[src/rtl/cdb_arbiter_pkg.sv]
// Shared types and default widths for the CDB arbitration slice.
package cdb_arbiter_pkg;

    localparam int unsigned NUM_FU    = 4;
    localparam int unsigned ROB_IDX_W = 5;
    localparam int unsigned REG_IDX_W = 5;
    localparam int unsigned DATA_W    = 32;

    // One CDB broadcast beat.
    typedef struct packed {
        logic                 valid;
        logic [ROB_IDX_W-1:0] rob_id;
        logic [REG_IDX_W-1:0] rd_addr;
        logic [DATA_W-1:0]    data;
    } cdb_t;

    // Writes to x0 must never carry a value onto the bus.
    function automatic logic [DATA_W-1:0] x0_filter(input logic [REG_IDX_W-1:0] rd_addr,
                                                    input logic [DATA_W-1:0]    data);
        return (rd_addr == '0) ? '0 : data;
    endfunction

endpackage

[src/rtl/cdb_arbiter_if.sv]
// FU-to-arbiter handshake plus the registered CDB broadcast.
interface cdb_arbiter_if #(
    parameter int unsigned NUM_FU    = cdb_arbiter_pkg::NUM_FU,
    parameter int unsigned ROB_IDX_W = cdb_arbiter_pkg::ROB_IDX_W,
    parameter int unsigned REG_IDX_W = cdb_arbiter_pkg::REG_IDX_W,
    parameter int unsigned DATA_W    = cdb_arbiter_pkg::DATA_W
);

    logic [NUM_FU-1:0]                fu_valid;
    logic [NUM_FU-1:0]                fu_ready;
    logic [NUM_FU-1:0][ROB_IDX_W-1:0] fu_rob_id;
    logic [NUM_FU-1:0][REG_IDX_W-1:0] fu_rd_addr;
    logic [NUM_FU-1:0][DATA_W-1:0]    fu_data;

    logic                             cdb_valid;
    logic [ROB_IDX_W-1:0]             cdb_rob_id;
    logic [REG_IDX_W-1:0]             cdb_rd_addr;
    logic [DATA_W-1:0]                cdb_data;

    // FU and CDB-consumer side.
    modport master (
        output fu_valid, fu_rob_id, fu_rd_addr, fu_data,
        input  fu_ready, cdb_valid, cdb_rob_id, cdb_rd_addr, cdb_data
    );

    // Arbiter side.
    modport slave (
        input  fu_valid, fu_rob_id, fu_rd_addr, fu_data,
        output fu_ready, cdb_valid, cdb_rob_id, cdb_rd_addr, cdb_data
    );

endinterface

[src/rtl/cdb_arbiter_rr_arbiter.sv]
// Combinational round-robin picker: first requester at or after ptr, wrapping.
module rr_arbiter #(
    parameter int unsigned N    = 4,
    parameter int unsigned IdxW = (N > 1) ? $clog2(N) : 1
) (
    input  logic [N-1:0]    req,
    input  logic [IdxW-1:0] ptr,
    output logic [N-1:0]    grant,
    output logic [IdxW-1:0] grant_idx
);

    // Scan N slots starting at ptr; only the first hit is granted.
    always_comb begin
        logic            found;
        logic [IdxW-1:0] idx;
        grant     = '0;
        grant_idx = '0;
        found     = 1'b0;
        idx       = '0;
        for (int unsigned k = 0; k < N; k++) begin
            idx = IdxW'((32'(ptr) + k) % N);
            if (!found && req[idx]) begin
                found      = 1'b1;
                grant[idx] = 1'b1;
                grant_idx  = idx;
            end
        end
    end

endmodule

[src/rtl/cdb_arbiter.sv]
// Round-robin CDB arbiter: one FU result per cycle, broadcast one cycle after grant.
module cdb_arbiter #(
    parameter int unsigned NUM_FU    = cdb_arbiter_pkg::NUM_FU,
    parameter int unsigned ROB_IDX_W = cdb_arbiter_pkg::ROB_IDX_W,
    parameter int unsigned REG_IDX_W = cdb_arbiter_pkg::REG_IDX_W,
    parameter int unsigned DATA_W    = cdb_arbiter_pkg::DATA_W
) (
    input  logic          clk,
    input  logic          rst,
    input  logic          flush,
    cdb_arbiter_if.slave  bus
);

    localparam int unsigned IdxW = (NUM_FU > 1) ? $clog2(NUM_FU) : 1;

    logic [NUM_FU-1:0]    req;
    logic [NUM_FU-1:0]    grant;
    logic [IdxW-1:0]      grant_idx;
    logic                 grant_any;

    logic [IdxW-1:0]      ptr_q, ptr_d;
    logic                 cdb_valid_q, cdb_valid_d;
    logic [ROB_IDX_W-1:0] cdb_rob_id_q, cdb_rob_id_d;
    logic [REG_IDX_W-1:0] cdb_rd_addr_q, cdb_rd_addr_d;
    logic [DATA_W-1:0]    cdb_data_q, cdb_data_d;

    // Reset and flush suppress all grants in the same cycle.
    assign req = bus.fu_valid & {NUM_FU{~(rst | flush)}};

    rr_arbiter #(
        .N    (NUM_FU),
        .IdxW (IdxW)
    ) u_rr_arbiter (
        .req       (req),
        .ptr       (ptr_q),
        .grant     (grant),
        .grant_idx (grant_idx)
    );

    assign grant_any    = |grant;
    assign bus.fu_ready = grant;

    // Next pointer and next broadcast beat from this cycle's grant.
    always_comb begin
        ptr_d         = ptr_q;
        cdb_valid_d   = grant_any;
        cdb_rob_id_d  = cdb_rob_id_q;
        cdb_rd_addr_d = cdb_rd_addr_q;
        cdb_data_d    = cdb_data_q;
        if (grant_any) begin
            ptr_d         = (grant_idx == IdxW'(NUM_FU - 1)) ? '0 : grant_idx + IdxW'(1);
            cdb_rob_id_d  = bus.fu_rob_id[grant_idx];
            cdb_rd_addr_d = bus.fu_rd_addr[grant_idx];
            // x0 destination: tag still goes out so the ROB can retire it.
            cdb_data_d    = (bus.fu_rd_addr[grant_idx] == '0) ? '0 : bus.fu_data[grant_idx];
        end
    end

    // Pointer and registered CDB stage.
    always_ff @(posedge clk) begin
        if (rst) begin
            ptr_q         <= '0;
            cdb_valid_q   <= 1'b0;
            cdb_rob_id_q  <= '0;
            cdb_rd_addr_q <= '0;
            cdb_data_q    <= '0;
        end else begin
            ptr_q         <= ptr_d;
            cdb_valid_q   <= cdb_valid_d;
            cdb_rob_id_q  <= cdb_rob_id_d;
            cdb_rd_addr_q <= cdb_rd_addr_d;
            cdb_data_q    <= cdb_data_d;
        end
    end

    assign bus.cdb_valid   = cdb_valid_q;
    assign bus.cdb_rob_id  = cdb_rob_id_q;
    assign bus.cdb_rd_addr = cdb_rd_addr_q;
    assign bus.cdb_data    = cdb_data_q;

endmodule

[src/flat_wrapper.sv]
// flat-port wrapper written by rule: the top's interface ports become plain ports
module cdb_arbiter_flat 
#(
    parameter int unsigned NUM_FU    = cdb_arbiter_pkg::NUM_FU,
    parameter int unsigned ROB_IDX_W = cdb_arbiter_pkg::ROB_IDX_W,
    parameter int unsigned REG_IDX_W = cdb_arbiter_pkg::REG_IDX_W,
    parameter int unsigned DATA_W    = cdb_arbiter_pkg::DATA_W
)
  (clk, rst, flush, bus_fu_valid, bus_fu_rob_id, bus_fu_rd_addr, bus_fu_data, bus_fu_ready, bus_cdb_valid, bus_cdb_rob_id, bus_cdb_rd_addr, bus_cdb_data);
  cdb_arbiter_if #(.NUM_FU(NUM_FU), .ROB_IDX_W(ROB_IDX_W), .REG_IDX_W(REG_IDX_W), .DATA_W(DATA_W)) bus_i ();
  input  logic clk;
  input  logic rst;
  input  logic flush;
  input wire logic [$bits(bus_i.fu_valid)-1:0] bus_fu_valid;
  input wire logic [$bits(bus_i.fu_rob_id)-1:0] bus_fu_rob_id;
  input wire logic [$bits(bus_i.fu_rd_addr)-1:0] bus_fu_rd_addr;
  input wire logic [$bits(bus_i.fu_data)-1:0] bus_fu_data;
  output wire logic [$bits(bus_i.fu_ready)-1:0] bus_fu_ready;
  output wire logic [$bits(bus_i.cdb_valid)-1:0] bus_cdb_valid;
  output wire logic [$bits(bus_i.cdb_rob_id)-1:0] bus_cdb_rob_id;
  output wire logic [$bits(bus_i.cdb_rd_addr)-1:0] bus_cdb_rd_addr;
  output wire logic [$bits(bus_i.cdb_data)-1:0] bus_cdb_data;
  assign bus_i.fu_valid = bus_fu_valid;
  assign bus_i.fu_rob_id = bus_fu_rob_id;
  assign bus_i.fu_rd_addr = bus_fu_rd_addr;
  assign bus_i.fu_data = bus_fu_data;
  assign bus_fu_ready = bus_i.fu_ready;
  assign bus_cdb_valid = bus_i.cdb_valid;
  assign bus_cdb_rob_id = bus_i.cdb_rob_id;
  assign bus_cdb_rd_addr = bus_i.cdb_rd_addr;
  assign bus_cdb_data = bus_i.cdb_data;
  cdb_arbiter #(.NUM_FU(NUM_FU), .ROB_IDX_W(ROB_IDX_W), .REG_IDX_W(REG_IDX_W), .DATA_W(DATA_W)) u_core (.clk(clk), .rst(rst), .flush(flush), .bus(bus_i));
endmodule
[config.mk]
export PLATFORM = sky130hd
export DESIGN_NAME = cdb_arbiter_flat
export DESIGN_NICKNAME = d
export VERILOG_FILES = /design/src/rtl/cdb_arbiter_pkg.sv /design/src/rtl/cdb_arbiter_if.sv /design/src/rtl/cdb_arbiter_rr_arbiter.sv /design/src/rtl/cdb_arbiter.sv /design/src/flat_wrapper.sv
export SDC_FILE = /design/constraint.sdc
export NUM_CORES = 1
export LEC_CHECK = 0
export BUFFER_PORTS_ARGS = -buffer_cell sky130_fd_sc_hd__buf_2
export CAP_MARGIN = 20
export CORE_MARGIN = 2
export CORE_UTILIZATION = 43
export CTS_BUF_LIST = sky130_fd_sc_hd__clkbuf_16
export DETAILED_ROUTE_END_ITERATION = 16
export PLACE_DENSITY = 0.85
export SLEW_MARGIN = 15
export SYNTH_ARGS = -nofsm -noshare
export SYNTH_HDL_FRONTEND = slang
export SYNTH_SLANG_ARGS = --single-unit
[constraint.sdc]
create_clock -name clk -period 4.45 [get_ports clk]
set_input_delay 1.1125 -clock clk [delete_from_list [all_inputs] [get_ports clk]]
set_output_delay 1.1125 -clock clk [all_outputs]
set_load 0.01 [all_outputs]
==> summary.md, run 1 <==
| Metric | Value |
|---|---|
| Worst-path fanout max | `8` |
| Post-DRT Antenna Nets | `0` |
| Reg2Reg Depth | `11` |
| Pre-CTS setup slack | `0.3485 ns` |
| Clock transition at path regs | `0.06 ns` |
| CP Cell Sequence | `buf_2 > mux4_2 > and2_1 > nor2_4 > a221oi_1 > o31ai_2 > buf_2` |
| Final Skew | `0.002173 ns` |
| FFs w/ async S/R, synth | `0%` |
| Die Y | `92.54 um` |
| # diodes | `0` |
| Syn_area_per_cell | `9.286 sq um` |
| GP Congestion | `0.8124` |
| Cts bufs inserted | `5` |
| FF+latch area | `900.9 sq um` |
| Max-cap viol count | `0` |
| GRT overflow | `0` |
| Register area share after synthesis | `26.73%` |
| Syn_nets | `546` |
| CP Capture Type | `output port` |
| Static leakage | `2.447 nW` |
| Commonest non-fill, non-tap cell in the layout | `buf_2` |
| Slowest stage cell, crit path | `mux4_2` |
| Worst reg2reg path startpoint | `u_core.ptr_q[1]` |
| Fillers | `687` |
| Vias in the first global route | `3298` |
| DIE AREA | `8563 sq um` |
| Worst Path Required | `3.34 ns` |
| CTS max path bufs | `2` |
| Worst vdd ir | `0.0006602 V` |
| H-tree depth | `2` |
| Syn-to-layout area delta | `37.68%` |
| Synth top area share | `26.73%` |
| Core ar. | `7647 sq um` |
| Setup Fix Bufs, Post-CTS | `0` |
| Final wirelength | `9828 um` |
| Pre-antenna DRT Iters | `5` |
| Startpoint type of the worst setup path | `input port` |
| Utilization after layout | `60.68%` |
| Post-synthesis cell count | `363` |
| Yosys reg bits | `45` |
| Cts repair resizes | `0` |
| Crit-path most repeated cell | `buf_2` |
| Setup ws final | `0.3965 ns` |
| Largest net degree at the start of global routing | `85` |
| Synth warnings | `0` |
| Final Slew Violations | `0` |
| Leading area contributor after synthesis | `dfxtp_1` |
| Die width | `92.54 um` |
| Commonest cells after routing, fill and taps aside | `buf_2, mux2i_1, dfxtp_1` |
| Placed cells | `662` |
| Unrepaired setup endpoints after global routing | `no` |
| Vias | `3603` |
| Cell Rows | `32` |
| Initial antenna violation count | `0` |
| Max incr delay on CP | `0.48 ns` |
| Non-Filler Instances | `670` |
| Port Buffer Count | `221` |
| DRC Markers | `0` |
| CTS tree | `yes` |
| Multi-input logic area | `2256 sq um` |
| Achievable Freq | `0.2467 GHz` |
| Via density | `5.378` |
| Setup tns final | `0 ns` |
| Final net count | `750` |
| Most area-consuming cells after synthesis | `dfxtp_1, mux2i_1, a211oi_1` |
| Hold crit path type | `reg2reg` |
| Final setup fails | `0` |
| Status | `finished clean` |
| First DRT Iteration DRCs | `91` |
| EDFF count, synth | `0` |
| R2R Setup Slk | `0.65 ns` |
| Critical Path Start | `bus_fu_valid[1]` |
| Layout cells sized above 1 | `46.30%` |
| First-pass GRT wire length | `15270 um` |
| Min cycle time layout | `4.053 ns` |
| Pwr Density | `657.2 nW/um^2` |
| Routed len/inst | `14.67 um` |
| Post-synth top flop | `dfxtp_1` |
| Initial core utilization | `44.08%` |
| Worst slew margin | `62.95%` |
| Hold buffer count at CTS | `0` |
| IO Count | `222` |
| Worst-margin pin slew | `0.5557 ns` |
| Worst EP arrival | `2.94 ns` |
| Critical path class | `in2out` |
| Clock sinks | `45` |
| Mapped cell area | `3371 sq um` |
| Final HPWL DP | `7808 um` |
| Clk_lat worst skew | `0.28 ns` |
| Root buf cell | `clkbuf_16` |
| Final period utilization | `91.09%` |
| Final Hold Violating Endpoints | `0` |
| Crit path capture | `bus_fu_ready[0]` |
| Total GRT Usage | `21.72%` |
| Cell variety after synth | `36` |
| FF-to-FF End | `u_core.bus.cdb_data[30]` |
## critical path, delay by kind of cell
family	cells	cell delay, ns
AO/OA/AOI/OAI	2	0.48
buffers and inverters	2	0.33
AND/OR/NAND/NOR	2	0.54
multiplexers	1	0.48
## report_power, final
part / total (W) / internal [W] / switching, W
Combinational: 0.00199 / 0.000916 / 0.00107
Clock: 0.000346 / 0.000204 / 0.000143
Sequential: 0.000718 / 0.000612 / 0.000106
Total: 0.00305 / 0.00173 / 0.00132
## flip-flops by register name, indices dropped and copies added, names as in the netlist
register and cells:
u_core.bus.cdb_data 32, u_core.bus.cdb_rd_addr 5, u_core.bus.cdb_rob_id 5, u_core.ptr_q 2, u_core.bus.cdb_valid 1
## metrics by stage
step                power (W)  instance area [sq um]  hold WS [ns]
floorplan            0.002223                   3371        0.4700
global placement     0.002625                   4502        0.4388
detailed placement   0.002712                   4502        0.4459
CTS                  0.003066                   4641        0.4559
global route         0.003285                   4641        0.4827
finish               0.003050                   4641        0.4539
## logic make-up after synthesis
| kind of cell | Yosys count | share of synthesized area (%) |
|---|---|---|
| AO/OA/AOI/OAI | 130 | 29.10 |
| buffers and inverters | 37 | 6.607 |
| AND/OR/NAND/NOR | 81 | 13.96 |
| multiplexers | 61 | 20.38 |
| XOR/XNOR | 1 | 0.2599 |
| flip-flops | 45 | 26.73 |
| adder cells (fa/ha/maj) | 8 | 2.970 |
## synthesized netlist by cell type, types with 2 or more instances
cell type  count
dfxtp_1       45
a211o_1        5
inv_1          3
buf_4         11
a21oi_1       38
buf_2         10
a211oi_1      39
a221oi_2       2
clkbuf_1       9
mux2i_1       54
o21ai_0        3
o31ai_2        4
a21oi_2        2
and2_1         3
a22o_1        32
nor3_2         2
buf_6          4
nor2_1        17
nand2_1       11
ha_1           8
nor2b_1       40
a221oi_1       2
mux4_2         6
## metal layers
metal | global-route usage [%] | up-vias | part of all wire [%] | routed length [um]
met2 | 40.51 | 151 | 51 | 5030
li1 | - | 1779 | - | -
met3 | 5.614 | 12 | 8.5 | 831
met4 | 5.224 | 0 | 1.2 | 117
met5 | 0 | - | 0 | 0
met1 | 24.53 | 1661 | 39 | 3848
## how the worst min path moves through the flow
stage | from | endpoint | slack (ns) | cells after the start
3_5_place_dp | u_core.bus.cdb_rob_id[0] | u_core.bus.cdb_rob_id[0] | 0.45 | 2
5_1_grt | u_core.bus.cdb_rob_id[0] | u_core.bus.cdb_rob_id[0] | 0.48 | 2
4_1_cts | u_core.bus.cdb_rob_id[1] | u_core.bus.cdb_rob_id[1] | 0.46 | 2
6_report | u_core.bus.cdb_rob_id[3] | u_core.bus.cdb_rob_id[3] | 0.45 | 2
3_3_place_gp | u_core.bus.cdb_rob_id[1] | u_core.bus.cdb_rob_id[1] | 0.44 | 2
2_1_floorplan | u_core.bus.cdb_rob_id[4] | u_core.bus.cdb_rob_id[4] | 0.47 | 2
## cell type report
cell class	instances	area share, %
Clock buffer	5	2.696
Clock inverter	3	0.2966
Inverter	3	0.2427
Multi-Input combinational cell	281	48.61
Sequential cell	45	19.41
Tap cell	102	2.750
Timing Repair Buffer	231	25.99
(Power assumes the default switching activity.)
==> run 2, diff against run 1 <==
Settings changed: CORE_MARGIN 2 to 5, CTS_CLUSTER_SIZE from default to 14.
==> run 2 against run 1 <==
Effect of this change: routed wire length rose by 4.1%; via count fell by 1.8%; register-to-register slack improved by 0.03 ns; final area barely moved; critical path type unchanged; critical endpoint unchanged.
==> summary.md, run 2 (synthesis gave the netlist of run 1 again) <==
| Metric | Value |
|---|---|
| Final Hold Violating Endpoints | `0 (unchanged)` |
| Min cycle time layout | `4.061 ns (+0.007526 ns)` |
| Via density | `5.303 (-1.4%)` |
| Achievable Freq | `0.2462 GHz (-0.19%)` |
| DIE AREA | `9709 sq um (+13%)` |
| Syn-to-layout area delta | `37.71% (about the same)` |
| Pre-antenna DRT Iters | `4 (-1)` |
| Worst-path fanout max | `8 (unchanged)` |
| Final HPWL DP | `8293 um (+6.2%)` |
| Final period utilization | `91.26% (+0.17 points)` |
| Root buf cell | `clkbuf_16` |
| Multi-input logic area | `2263 sq um (+0.33%)` |
| Final Slew Violations | `0 (unchanged)` |
| Final Skew | `0.01123 ns (+0.009059 ns)` |
| Clk_lat worst skew | `0.28 ns (about the same)` |
| Seq pwr share | `23.4% (-0.2 points)` |
| Final wirelength | `10230 um (+4.1%)` |
| Die width | `98.54 um (+6.5%)` |
| Worst vdd ir | `0.0006849 V (+3.7%)` |
| Sw frac | `42.74% (-0.47 points)` |
| IO Count | `222 (unchanged)` |
| Hold crit path type | `reg2reg` |
| H-tree depth | `2 (unchanged)` |
| GRT overflow | `0 (unchanged)` |
| Worst slew margin | `47.86% (-15 points)` |
| Cts repair resizes | `0 (unchanged)` |
| Slowest stage cell, crit path | `mux4_2` |
| First-pass GRT wire length | `16650 um (+9.0%)` |
| Utilization after layout | `60.38% (-0.30 points)` |
| CP Capture Type | `output port` |
| Hold buffer count at CTS | `0 (unchanged)` |
| Max-cap viol count | `0 (unchanged)` |
| Die Y | `98.54 um (+6.5%)` |
| Total GRT Usage | `20.10% (-1.6 points)` |
| Clock sinks | `45 (unchanged)` |
| Switch Pwr | `0.001309 W (-0.66%)` |
| Largest net degree at the start of global routing | `63 (-26%)` |
| Vias | `3537 (-1.8%)` |
| Clock transition at path regs | `0.07 ns (about the same)` |
| Final setup fails | `0 (unchanged)` |
| Clk pwr share | `13.6% (+2.2 points)` |
| FF+latch area | `900.9 sq um (unchanged)` |
| Critical path class | `in2out` |
| Worst Path Required | `3.34 ns (about the same)` |
| Routed len/inst | `15.34 um (+4.6%)` |
| Port Buffer Count | `221 (unchanged)` |
| Pwr Density | `659.8 nW/um^2 (+0.40%)` |
| Max FFs per register | `32 (unchanged)` |
| Initial antenna violation count | `0 (unchanged)` |
| Static leakage | `2.437 nW (-0.38%)` |
| GP Congestion | `0.9532 (+17%)` |
| Setup tns final | `0 ns (unchanged)` |
| Max incr delay on CP | `0.48 ns (about the same)` |
| Cts bufs inserted | `5 (unchanged)` |
| Crit-path most repeated cell | `buf_2` |
| Worst-margin pin slew | `0.7803 ns (+0.2246 ns)` |
| First DRT Iteration DRCs | `74 (-19%)` |
| Unrepaired setup endpoints after global routing | `no` |
| Placed cells | `659 (-0.45%)` |
| Final net count | `747 (-0.40%)` |
| Vias in the first global route | `3625 (+9.9%)` |
| Status | `finished clean` |
| Post-DRT Antenna Nets | `0 (unchanged)` |
| Non-Filler Instances | `667 (-0.45%)` |
| Core ar. | `7687 sq um (+0.52%)` |
| Comb pwr share | `63.1% (-2.0 points)` |
| Fillers | `689 (+0.29%)` |
| CP Cell Sequence | `buf_2 > mux4_2 > and2_1 > nor2_4 > a221oi_1 > o31ai_2 > buf_2` |
| Setup Fix Bufs, Post-CTS | `0 (unchanged)` |
| CTS max path bufs | `2 (unchanged)` |
| # diodes | `0 (unchanged)` |
| DRC Markers | `0 (unchanged)` |
| CTS tree | `yes` |
| Hold WS | `0.4513 ns (-0.002589 ns)` |
| Cell Rows | `32 (unchanged)` |
| Worst EP arrival | `2.95 ns (about the same)` |
| Layout cells sized above 1 | `46.02% (-0.29 points)` |
| Commonest non-fill, non-tap cell in the layout | `buf_2` |
| Startpoint type of the worst setup path | `input port` |
| Initial core utilization | `43.85% (-0.23 points)` |
| Int Pwr | `0.001754 W (+1.2%)` |
| Commonest cells after routing, fill and taps aside | `buf_2, mux2i_1, dfxtp_1` |
| Pwr Total | `0.003063 W (+0.42%)` |
## run 2: changes by cell type in the layout (fill, tap and decap cells not counted)
cell,change
buf_4,-2
clkinv_2,-2
a21oi_2,-1
a21oi_4,+1
buf_12,-1
bufinv_16,+1
clkinv_4,+1
## run 2: layout make-up
| cell class | count | share of cell area, % |
|---|---|---|
| Multi-Input combinational cell | 281 | 48.76 |
| Timing Repair Buffer | 228 | 25.23 |
| Sequential cell | 45 | 19.41 |
| Tap cell | 102 | 2.749 |
| Clock buffer | 5 | 2.695 |
| Clock inverter | 3 | 0.9164 |
| Inverter | 3 | 0.2426 |
## run 2: critical path: cells and delay by family
kind	cells	cell delay, ns
muxes	1	0.48
buffers and inverters	2	0.33
and+or+nand+nor	2	0.54
AOI/OAI and AO/OA	2	0.47
## run 2: power groups by stage
stage               logic (W)  registers (W)  clock network (W)
floorplan             0.00142       0.000807                  0
global placement      0.00187       0.000723                  0
detailed placement    0.00195       0.000720                  0
CTS                   0.00196       0.000717           0.000426
global route          0.00212       0.000745           0.000449
finish                0.00193       0.000716           0.000415
## run 2: layer usage
| metal | wire length [um] | part of all wire (%) | track usage, % | vias up |
|---|---|---|---|---|
| li1 | - | - | - | 1771 |
| met1 | 3885 | 38 | 22.66 | 1594 |
| met2 | 5301 | 52 | 37.44 | 166 |
| met3 | 986 | 9.6 | 6.016 | 6 |
| met4 | 56 | 0.55 | 3.887 | 0 |
| met5 | 0 | 0 | 0 | - |
## run 2: worst paths after layout
| check | start | endpoint | slack [ns] | depth (start not counted) |
|---|---|---|---|---|
| min reg2reg | u_core.bus.cdb_rob_id[1] | u_core.bus.cdb_rob_id[1] | 0.45 | 2 |
| max | bus_fu_valid[1] | bus_fu_ready[0] | 0.39 | 7 |
| max reg2reg | u_core.ptr_q[1] | u_core.bus.cdb_data[7] | 0.68 | 11 |
| min | u_core.bus.cdb_rob_id[1] | u_core.bus.cdb_rob_id[1] | 0.45 | 2 |
## run 2: per-stage QoR
step,setup slack [ns],cell area (sq um)
CTS,0.3887,4642
global route,0.2815,4642
global placement,0.4968,4474
floorplan,0.8421,3371
detailed placement,0.3531,4474
finish,0.3890,4642
==> run 3, diff against run 2 <==
Settings changed: PLACE_DENSITY 0.85 to default, PLACE_DENSITY_LB_ADDON from default to 0.08.
==> run 3 against run 2 <==
Effect of this change: final cell count up 0.45%; register-to-register slack hardly changed; sequential share of layout area is essentially flat; critical path type unchanged.
==> summary.md, run 3 (synthesis gave the netlist of run 1 again) <==
| Metric | Value |
|---|---|
| CP Cell Sequence | `buf_2 > mux4_2 > and2_1 > nor2_4 > a221oi_1 > o31ai_2 > buf_2` |
| Setup tns final | `0 ns (unchanged)` |
| Clk_lat worst skew | `0.28 ns (about the same)` |
| Vias | `3518 (-0.54%)` |
| Port Buffer Count | `221 (unchanged)` |
| First DRT Iteration DRCs | `104 (+41%)` |
| Worst vdd ir | `0.0004823 V (-30%)` |
| Worst EP arrival | `2.90 ns (-0.05 ns)` |
| R2R Setup Slk | `0.68 ns (about the same)` |
| Max incr delay on CP | `0.46 ns (-0.02 ns)` |
| Routed len/inst | `15.50 um (+1.0%)` |
| Achievable Freq | `0.2490 GHz (+1.1%)` |
| Final Hold Violating Endpoints | `0 (unchanged)` |
| Final net count | `750 (+0.40%)` |
| Largest net degree at the start of global routing | `64 (+1.6%)` |
| Commonest non-fill, non-tap cell in the layout | `buf_2` |
| Slowest stage cell, crit path | `mux4_2` |
| Crit-path most repeated cell | `buf_2` |
| Cell Rows | `32 (unchanged)` |
| Placed cells | `662 (+0.46%)` |
| Final setup fails | `0 (unchanged)` |
| Cts bufs inserted | `5 (unchanged)` |
| Fillers | `753 (+9.3%)` |
| DIE AREA | `9709 sq um (unchanged)` |
| Seq pwr share | `23.4% (about the same)` |
| Clk pwr share | `11.6% (-2.0 points)` |
| Min cycle time layout | `4.017 ns (-0.04441 ns)` |
| H-tree depth | `2 (unchanged)` |
| Switch Pwr | `0.001326 W (+1.3%)` |
| Worst-margin pin slew | `0.7342 ns (-0.04612 ns)` |
| Unrepaired setup endpoints after global routing | `no` |
| Layout cells sized above 1 | `46.30% (+0.29 points)` |
| Final Slew Violations | `0 (unchanged)` |
| Cts repair resizes | `0 (unchanged)` |
| Hold crit path type | `reg2reg` |
| Final Skew | `0.002735 ns (-0.008496 ns)` |
| Hold Path End | `u_core.bus.cdb_rob_id[2]` |
| Reg2Reg Depth | `11 (unchanged)` |
| Root buf cell | `clkbuf_16` |
| Int Pwr | `0.001741 W (-0.70%)` |
| Initial core utilization | `43.85% (unchanged)` |
| Initial antenna violation count | `0 (unchanged)` |
| GP Congestion | `0.8606 (-9.7%)` |
| Max FFs per register | `32 (unchanged)` |
| IO Count | `222 (unchanged)` |
| Core ar. | `7687 sq um (unchanged)` |
| Hold buffer count at CTS | `0 (unchanged)` |
| Worst reg2reg path startpoint | `u_core.ptr_q[1]` |
| Worst Path Required | `3.34 ns (about the same)` |
| Sw frac | `43.22% (+0.48 points)` |
| Pwr Density | `660.2 nW/um^2 (about the same)` |
| Hold WS | `0.4555 ns (+0.004226 ns)` |
| Syn-to-layout area delta | `37.82% (about the same)` |
| Setup Fix Bufs, Post-CTS | `0 (unchanged)` |
| Critical path class | `in2out` |
| Comb pwr share | `65.0% (+1.9 points)` |
| Die Y | `98.54 um (unchanged)` |
| Non-Filler Instances | `670 (+0.45%)` |
| Static leakage | `2.440 nW (about the same)` |
| Status | `finished clean` |
| CTS tree | `yes` |
| Vias in the first global route | `3463 (-4.5%)` |
| DRC Markers | `0 (unchanged)` |
| Via density | `5.251 (-0.98%)` |
| Max-cap viol count | `0 (unchanged)` |
| Clock transition at path regs | `0.06 ns (about the same)` |
| Startpoint type of the worst setup path | `input port` |
| Die width | `98.54 um (unchanged)` |
| Clock sinks | `45 (unchanged)` |
| Pre-antenna DRT Iters | `4 (unchanged)` |
| CP top delay family | `simple AND/OR/NAND/NOR gates` |
| Hold Startpoint | `u_core.bus.cdb_rob_id[2]` |
| Post-DRT Antenna Nets | `0 (unchanged)` |
| Final HPWL DP | `8395 um (+1.2%)` |
| First-pass GRT wire length | `16640 um (about the same)` |
| Commonest cells after routing, fill and taps aside | `buf_2, mux2i_1, dfxtp_1` |
| FF-to-FF End | `u_core.bus.cdb_data[10]` |
| Worst slew margin | `51.05% (+3.2 points)` |
| GRT overflow | `0 (unchanged)` |
| Final period utilization | `90.26% (-1.0 points)` |
| CP Capture Type | `output port` |
| WHS Path Cells | `2 (unchanged)` |
| Total GRT Usage | `20.31% (+0.21 points)` |
| Final wirelength | `10380 um (+1.5%)` |
| Pwr Total | `0.003067 W (+0.14%)` |
| Worst path buffer plus inverter count | `2 (unchanged)` |
| # diodes | `0 (unchanged)` |
| CTS max path bufs | `2 (unchanged)` |
| Worst-path fanout max | `8 (unchanged)` |
-- run 3: power groups by stage --
stage	registers [W]	logic [W]	clock network [W]
after floorplan	0.000807	0.00142	0
after global placement	0.000723	0.00197	0
after detailed placement	0.000725	0.00200	0
after CTS	0.000720	0.00201	0.000365
after global routing	0.000741	0.00219	0.000383
final	0.000719	0.00199	0.000356
-- run 3: layout make-up --
class                           count  area, sq um  share of cell area (%)
Timing Repair Buffer              231         1206                   25.96
Inverter                            3        11.26                  0.2424
Tap cell                          102        127.6                   2.747
Clock inverter                      3        18.77                  0.4040
Sequential cell                    45        900.9                   19.39
Clock buffer                        5        125.1                   2.693
Multi-Input combinational cell    281         2256                   48.56
-- run 3: worst max-delay path by stage --
stage               slack, ns  cells after the start            start              end
finish                   0.43                      7  bus_fu_valid[1]  bus_fu_ready[0]
global route             0.28                      8  u_core.ptr_q[1]  bus_fu_ready[3]
CTS                      0.44                      7  bus_fu_valid[1]  bus_fu_ready[0]
detailed placement       0.44                      7  bus_fu_valid[1]  bus_fu_ready[0]
global placement         0.51                      7  bus_fu_valid[1]  bus_fu_ready[3]
floorplan                0.84                      6  bus_fu_valid[1]  bus_fu_ready[3]
-- run 3: routing by layer --
layer	track usage [%]	share of wire, %	vias up
li1	-	-	1778
met2	36.09	48	157
met5	0	0	-
met3	5.662	9.3	15
met4	5.252	1.9	0
met1	24.07	41	1568
-- run 3: worst min-delay path, stage by stage, from the launching register on --
cell and delay, ns:
dfxtp_1 0.31, nand2_1 0.05, a21oi_1 0.05
-- run 3: through the flow --
| step | setup WS [ns] | utilization [%] | cell area, sq um |
|---|---|---|---|
| after CTS | 0.4414 | 60.43 | 4646 |
| final | 0.4334 | 60.43 | 4646 |
| after floorplan | 0.8421 | - | 3371 |
| after global routing | 0.2845 | 60.43 | 4646 |
| after global placement | 0.5078 | 58.56 | 4502 |
| after detailed placement | 0.4394 | 58.56 | 4502 |
